[src/rtl/keypad_scanner.sv]
`default_nettype none
// ============================================================================
//  Module   : keypad_scanner
//  Purpose  : Matrix keypad scanner with frame debounce and rollover guard.
//  Revision : 1.0
// ============================================================================
module keypad_scanner #(
   parameter int ROWS     = 4,
   parameter int COLS     = 4,
   parameter int SCAN_DIV = 50000,
   parameter int DEBOUNCE = 4,
   parameter int CODE_W   = $clog2(ROWS*COLS)
) (
   input  logic              clk,
   input  logic              rst,
   input  logic [ROWS-1:0]   rows,
   output logic [COLS-1:0]   cols,
   output logic [CODE_W-1:0] key_code,
   output logic              key_valid,
   output logic              key_held,
   output logic              multi_key
);

   localparam int NKEYS = ROWS*COLS;
   localparam int DIV_W = $clog2(SCAN_DIV);
   localparam int COL_W = $clog2(COLS);
   localparam int CNT_W = $clog2(DEBOUNCE+1);
   localparam logic [DIV_W-1:0] DIV_LAST = DIV_W'(SCAN_DIV-1);
   localparam logic [COL_W-1:0] COL_LAST = COL_W'(COLS-1);
   localparam logic [CNT_W-1:0] CNT_FULL = CNT_W'(DEBOUNCE);

   typedef enum logic [1:0] {
      IDLE    = 2'd0,
      PRESSED = 2'd1,
      MULTI   = 2'd2
   } state_t;

   logic [DIV_W-1:0]  div_q;
   logic [COL_W-1:0]  col_q;
   logic [COLS-1:0]   cols_q;
   logic [NKEYS-1:0]  snap_q, snap_d, prev_q;
   logic [CNT_W-1:0]  stable_cnt_q;
   logic              decide_q;
   logic              w_col_done, w_frame_end, w_decide;
   logic              w_any, w_many;
   logic [CODE_W-1:0] w_code;

   state_t            state_q, state_d;
   logic [CODE_W-1:0] key_code_q, key_code_d;
   logic              key_valid_q, key_valid_d;
   logic              key_held_q, key_held_d;
   logic              multi_key_q, multi_key_d;

   assign w_col_done  = (div_q == DIV_LAST);
   assign w_frame_end = w_col_done && (col_q == COL_LAST);
   assign w_decide    = decide_q && (stable_cnt_q == CNT_FULL);

   // Snapshot bit index is row*COLS+col, so a single set bit's index is the key code.
   always_comb begin
      snap_d = snap_q;
      for (int r = 0; r < ROWS; r++) begin
         for (int c = 0; c < COLS; c++) begin
            if (COL_W'(c) == col_q) begin
               snap_d[r*COLS+c] = rows[r];
            end
         end
      end
   end

   always_ff @(posedge clk) begin
      if (rst) begin
         div_q        <= '0;
         col_q        <= '0;
         cols_q       <= {{(COLS-1){1'b0}}, 1'b1};
         snap_q       <= '0;
         prev_q       <= '0;
         stable_cnt_q <= '0;
         decide_q     <= 1'b0;
      end else begin
         decide_q <= w_frame_end;
         if (w_col_done) begin
            div_q  <= '0;
            snap_q <= snap_d;
            cols_q <= {cols_q[COLS-2:0], cols_q[COLS-1]};
            if (col_q == COL_LAST) begin
               col_q <= '0;
            end else begin
               col_q <= col_q + COL_W'(1);
            end
         end else begin
            div_q <= div_q + DIV_W'(1);
         end
         if (w_frame_end) begin
            prev_q <= snap_d;
            if (snap_d != prev_q) begin
               stable_cnt_q <= CNT_W'(1);
            end else if (stable_cnt_q != CNT_FULL) begin
               stable_cnt_q <= stable_cnt_q + CNT_W'(1);
            end
         end
      end
   end

   // Classify the stable snapshot as zero / one / many keys.
   always_comb begin
      w_any  = 1'b0;
      w_many = 1'b0;
      w_code = '0;
      for (int i = 0; i < NKEYS; i++) begin
         if (prev_q[i]) begin
            if (w_any) begin
               w_many = 1'b1;
            end
            w_any  = 1'b1;
            w_code = CODE_W'(i);
         end
      end
   end

   always_ff @(posedge clk) begin
      if (rst) begin
         state_q     <= IDLE;
         key_code_q  <= '0;
         key_valid_q <= 1'b0;
         key_held_q  <= 1'b0;
         multi_key_q <= 1'b0;
      end else begin
         state_q     <= state_d;
         key_code_q  <= key_code_d;
         key_valid_q <= key_valid_d;
         key_held_q  <= key_held_d;
         multi_key_q <= multi_key_d;
      end
   end

   always_comb begin
      state_d     = state_q;
      key_code_d  = key_code_q;
      key_valid_d = 1'b0;
      key_held_d  = key_held_q;
      multi_key_d = multi_key_q;
      if (w_decide) begin
         case (state_q)
            IDLE: begin
               if (w_many) begin
                  multi_key_d = 1'b1;
                  state_d     = MULTI;
               end else if (w_any) begin
                  key_code_d  = w_code;
                  key_valid_d = 1'b1;
                  key_held_d  = 1'b1;
                  state_d     = PRESSED;
               end
            end
            // A slide to another single key is ignored until a stable release.
            PRESSED: begin
               if (w_many) begin
                  multi_key_d = 1'b1;
                  state_d     = MULTI;
               end else if (!w_any) begin
                  key_held_d = 1'b0;
                  state_d    = IDLE;
               end
            end
            MULTI: begin
               if (!w_any) begin
                  multi_key_d = 1'b0;
                  key_held_d  = 1'b0;
                  state_d     = IDLE;
               end
            end
            default: state_d = IDLE;
         endcase
      end
   end

   assign cols      = cols_q;
   assign key_code  = key_code_q;
   assign key_valid = key_valid_q;
   assign key_held  = key_held_q;
   assign multi_key = multi_key_q;

endmodule
`default_nettype wire

[config.mk]
export PLATFORM = sky130hd
export DESIGN_NAME = keypad_scanner
export DESIGN_NICKNAME = d
export VERILOG_FILES = /design/src/rtl/keypad_scanner.sv
export SDC_FILE = /design/constraint.sdc
export NUM_CORES = 1
export LEC_CHECK = 0
export CORE_MARGIN = 2
export CORE_UTILIZATION = 45
export DETAILED_ROUTE_END_ITERATION = 16
export PLACE_DENSITY = 0.7
export SLEW_MARGIN = 5
export SYNTH_ARGS = -nofsm -noshare
export SYNTH_HDL_FRONTEND = slang
export SYNTH_SLANG_ARGS = --single-unit
[constraint.sdc]
create_clock -name clk -period 2.11 [get_ports clk]
set_clock_uncertainty 0.15 [all_clocks]
set_input_delay 0.3165 -clock clk [delete_from_list [all_inputs] [get_ports clk]]
set_output_delay 0.3165 -clock clk [all_outputs]
set_load 0.02 [all_outputs]
==> reports/metrics.yaml, run 1 <==
status: "complete, but fails checks"
violations: "setup timing"
dr.pass1.iters: 4
overflow: 0
power.density_mw_per_mm2: 554
period_minus_slack_ns: 2.26
crit_path_end_kind: "register"
max_clock_freq_mhz: 443
drive_gt1_frac: 0.252
ys_warn_count: 0
whs_ns: 0.201
vias: 2915
cts.path.max_buffers: 2
yosysTopAreaCellShare: 0.399
cp.arrival_ns: 2.38
grt_pass1_vias: 2745
pin_count: 17
power.switching_uw: 511
fin_cells: 560
grt_util_all_layers: 0.190
ys_seq_area_frac: 0.399
synth_top_area_cell: "dfxtp_1"
worstSetupPathType: "register to register"
drt_wl_total_microns: 7590
antennaDiodeCount: 0
p_comb_frac: 0.034
final_nets: 474
setup_viol: 3
syn_area_sq_mm: 0.00336
numCtsBuffers: 9
synth_edf_count: 0
place.gp.congestion: 0.854
vias_per_cell: 5.21
antenna_found_initial: 0
slew_violations: 0
io_buffers: 16
hold_violations: 0
cellInternalPower_mw: 1.90
worstPathMaxFanout: 5
worst_ep_required_time_ns: 2.23
utilization: 0.601
h-tree-depth: 3
grt_max_degree: 33
postSynthCellCount: 406
tightest_slew_ns: 0.430
wl_per_cell_microns: 13.6
row_count: 31
clkLatencyLatePin_ns: 0.34
rsz0062_at_grt: "yes"
place_hpwl_microns: 5310
leakage_nw: 1.52
synth_nets: 423
pwr-share-clk: 0.441
period_share: 1.07
ir_drop_mv: 0.290
p_seq_frac: 0.525
grt_pass1_wl_microns: 12700
die_area_sq_mm: 0.00818
async_flop_share: 0
startpoint_type: "register"
maxCapViolations: 0
die_h_microns: 90.5
synth_area_per_cell_sq_um: 8.28
core_area_sq_mm: 0.00725
post-place-ws_ns: -0.264
root_buffer: "clkbuf_8"
initial_utilization: 0.464
clkTransAtPathRegs_ns: 0.07
ctsHoldBuffers: 0
area_growth_syn_to_layout_pct: 29.6
dominantRegCellSynth: "dfxtp_1"
drtIter0Drc: 216
cts_sinks: 67
relSlewSlack: 0.711
synth-seq-cells: 67
ant_nets: 0
postLayoutSetupSlackWorst_ns: -0.149
drc_errors: 0
fin_total_pwr_mw: 2.41
cts_tree: "yes"
synth.distinct_cells: 48
dpl.cell_count: 544
swShare: 0.212
holdCritPathClass: "input port to register"
die_w_microns: 90.5
synthTopCellsByArea: "dfxtp_1 40%, nor2_1 6.1%, nand2_1 5.6%"
## kinds of logic (layout without fill, tap and decap cells)
family,after synthesis,count (layout),share of synthesized area
and+or+nand+nor,171,171,0.245
AOI/OAI and AO/OA,69,69,0.131
DFF,67,67,0.399
buffers and inverters,40,95,0.0525
xor gates and xnor gates,30,30,0.0781
muxes,17,17,0.0510
adders and majority gates,12,12,0.0443
## layer usage
layer | GRT usage | up-vias | wire length (microns)
li1 | - | 1503 | -
met1 | 0.256 | 1342 | 3580
met2 | 0.299 | 62 | 3600
met3 | 0.0376 | 8 | 301
met4 | 0.0782 | 0 | 104
met5 | 0 | - | 0
## per-stage QoR
step | area (sq um) | setup TNS (ns)
floorplan | 3370 | 0
global placement | 3900 | -0.583
detailed placement | 3900 | -0.658
CTS | 4220 | -0.254
global route | 4360 | -0.575
finish | 4360 | -0.363
## area by class of cell
class	instances	area (sq um)
Timing Repair Buffer	66	562
Sequential cell	67	1360
Tap cell	99	124
Inverter	14	55.1
Clock inverter	2	35.0
Multi-Input combinational cell	299	2070
Clock buffer	13	159
Fill cell	621	2890
## path summary, 6_finish.rpt
path	startpoint	to	slack, ns	depth (start not counted)
hold / removal	rst	div_q[2]	0.20	2
setup reg to reg	col_q[0]	stable_cnt_q[2]	-0.15	9
hold reg to reg	div_q[0]	div_q[0]	0.29	1
setup / recovery	col_q[0]	stable_cnt_q[2]	-0.15	9
## power by group through the flow
stage | registers (mW) | clock network, mW | logic (mW)
finish | 1.27 | 1.06 | 0.0812
global route | 1.27 | 1.15 | 0.0881
CTS | 1.27 | 1.09 | 0.0781
detailed placement | 1.30 | 0 | 0.0732
global placement | 1.30 | 0 | 0.0717
floorplan | 1.30 | 0 | 0.0396
## sequential cells by signal, summed over array words and instances (netlist names), 2 cells and up
register / cells
key_code: 4
col_q: 2
snap_q: 16
cols: 4
prev_q: 16
div_q: 16
state_q: 2
stable_cnt_q: 3
## critical path: stages, from the launching register on
cell and delay [ns]:
dfxtp_4 0.41, inv_4 0.06, ha_4 0.15, buf_8 0.14, mux2i_4 0.20, xnor2_2 0.16
nor4_2 0.29, nand4_1 0.21, a31o_1 0.25, a211oi_2 0.16
## repair_timing
item / 4_1_cts / 5_1_grt
pin swaps: 7 / 11
setup buffers: 1 / 1
setup endpoints to repair: 5 / 17
resized for setup: 29 / 33
## cells in the mapped netlist (3+ instances only)
library cell and n:
xnor2_1 21, clkbuf_1 15, a211oi_1 15, a21oi_1 33, mux2i_1 16, ha_1 11
o31ai_1 3, or4_1 3, xor2_1 9, o21ai_0 6, nor3_1 9, nand3_1 21
nor4_1 7, a21o_1 3, inv_1 14, buf_2 9, dfxtp_1 67, nor2_1 55
nand4_1 3, nand2_1 50, and3_1 4
## layout by cell type (no fill, tap or decap), types with 7 or more instances in the layout
cell type / instances
nor2_1: 52
clkbuf_8: 11
a21oi_1: 32
inv_1: 11
dfxtp_1: 59
xor2_1: 9
xnor2_1: 20
a211oi_1: 15
nand3_1: 20
clkdlybuf4s50_1: 15
buf_4: 46
ha_1: 7
nand2_1: 49
nor3_1: 8
Note: power is estimated with default switching activity, not from simulation.
==> run 2: changes to the inputs <==
--- a/config.mk
+++ b/config.mk
@@ -5,10 +5,10 @@
 export SDC_FILE = /design/constraint.sdc
 export NUM_CORES = 1
 export LEC_CHECK = 0
-export CORE_MARGIN = 2
+export CORE_ASPECT_RATIO = 1.4
 export CORE_UTILIZATION = 45
 export DETAILED_ROUTE_END_ITERATION = 16
-export PLACE_DENSITY = 0.7
+export PLACE_DENSITY = 0.68
 export SLEW_MARGIN = 5
 export SYNTH_ARGS = -nofsm -noshare
 export SYNTH_HDL_FRONTEND = slang
==> constraint.sdc (replaced) <==
create_clock -name clk -period 2.2 [get_ports clk]
set_clock_uncertainty 0.15 [all_clocks]
set_input_delay 0.33 -clock clk [delete_from_list [all_inputs] [get_ports clk]]
set_output_delay 0.33 -clock clk [all_outputs]
set_load 0.02 [all_outputs]
==> run 2 against run 1 <==
The run still ends with setup timing left. Routed wire length up 2.4%. Combinational power fell by 4.7%. First-iteration DRC count down 5.6%. Fmax up 2.5%. Setup slack gained 0.14 ns. Highest routed layer unchanged. Sequential power shrank 4%. Global-route usage grew 3.0 points. Final cell count down 2.9%. Core utilization decreased by 1.1 points. Sequential share of layout area up 1.1 points. Clock-buffer cell count shrank 1.
==> reports/metrics.yaml, run 2 (same netlist as run 1, synthesis figures left out) <==
startpoint_type: "register"
status: "complete, but fails checks"
die_h_microns: 104
holdCritPathClass: "register to register"
area_growth_syn_to_layout_pct: 24.9
cts_sinks: 67
antennaDiodeCount: 0
final_cell_mix: "61 x dfxtp_1, 54 x nor2_1, 49 x nand2_1"
seqCellArea_sq_mm: 0.00135
final_nets: 461
leakage_nw: 1.46
post-place-ws_ns: -0.292
root_buffer: "clkbuf_8"
row_count: 36
drc_errors: 0
largestRegisters: "div_q x16, prev_q x16, snap_q x16"
grt_pass1_wl_microns: 13200
period_minus_slack_ns: 2.20
max_clock_freq_mhz: 454
drt_wl_total_microns: 7770
clkLatencyLatePin_ns: 0.35
drive_gt1_frac: 0.212
tightest_slew_ns: 0.543
wl_per_cell_microns: 14.3
cts.path.max_buffers: 2
h-tree-depth: 3
cp.arrival_ns: 2.33
cts_tree: "yes"
period_share: 1.00
dpl.cell_count: 524
slew_violations: 0
vias_per_cell: 5.31
vias: 2891
maxCapViolations: 0
relSlewSlack: 0.638
drtIter0Drc: 204
clkTransAtPathRegs_ns: 0.07
crit_path_end_kind: "register"
multiInputGateArea_sq_mm: 0.00199
core_area_sq_mm: 0.00712
grt_util_all_layers: 0.220
final_common_cell: "dfxtp_1"
place_hpwl_microns: 5660
dpl_cell_area_sq_mm: 0.00379
violations: "setup timing"
hold_violations: 0
setup_viol: 1
antenna_found_initial: 0
ant_nets: 0
fin_cells: 544
postLayoutSetupSlackWorst_ns: -0.00468
utilization: 0.590
worst_ep_required_time_ns: 2.33
rsz0062_at_grt: "yes"
numCtsBuffers: 9
final_area_sq_mm: 0.00420
grt_max_degree: 30
setup_tns_ns: -0.00468
initial_utilization: 0.473
nFillCells: 661
ir_drop_mv: 0.401
place.gp.congestion: 0.827
grt_pass1_vias: 2978
die_w_microns: 75.1
worstSetupPathType: "register to register"
pin_count: 17
io_buffers: 16
die_area_sq_mm: 0.00783
dr.pass1.iters: 5
worstPathMaxFanout: 5
power.density_mw_per_mm2: 563
overflow: 0
run 2: critical path: stages, from the launching register on:
cell and delay [ns]:
dfxtp_4 0.37, buf_6 0.10, ha_4 0.19, mux2i_4 0.29
xnor2_1 0.12, nor4_2 0.31, nand4_1 0.21, a31o_1 0.24
a211oi_2 0.16
run 2: timing repair:
item,in CTS,in global routing
setup buffers,2,2
gates resized for setup,25,16
hold buffers,0,0
endpoints found under the setup margin,5,18
gates cloned,0,0
pin swaps,9,3
run 2: routing by layer:
layer / global-route usage / vias to the layer above / share of wire
met1: 0.215 / 1349 / 0.37
met4: 0.113 / 0 / 0.029
met3: 0.0552 / 23 / 0.030
li1: - / 1472 / -
met2: 0.405 / 47 / 0.57
met5: 0 / - / 0
run 2: layout make-up:
type,count,area share
multi-input cells,299,0.474
flip-flops and latches,67,0.322
repair buffers,53,0.112
clock buffers,12,0.0393
well taps,95,0.0283
inverters,14,0.0131
clock inverters,4,0.0113
run 2: path summary, 6_finish.rpt:
check / startpoint / end / slack, ns / cells after the start
min reg2reg: div_q[0] / div_q[0] / 0.29 / 1
max reg2reg: col_q[1] / stable_cnt_q[2] / -0.005 / 8
max: col_q[1] / stable_cnt_q[2] / -0.005 / 8
min: div_q[0] / div_q[0] / 0.29 / 1
run 2: report_power, final:
part | switching, mW | internal (mW) | leakage, nW
Clock | 0.457 | 0.612 | 0.108
Combinational | 0.0433 | 0.0341 | 0.807
Sequential | 0.00270 | 1.21 | 0.544
Total | 0.503 | 1.86 | 1.46
run 2: metrics by stage:
step / total power [mW] / hold slack, ns
after floorplan: 1.28 / 0.263
after global placement: 1.32 / 0.276
after detailed placement: 1.32 / 0.292
after CTS: 2.39 / 0.287
after global routing: 2.45 / 0.316
final: 2.36 / 0.292
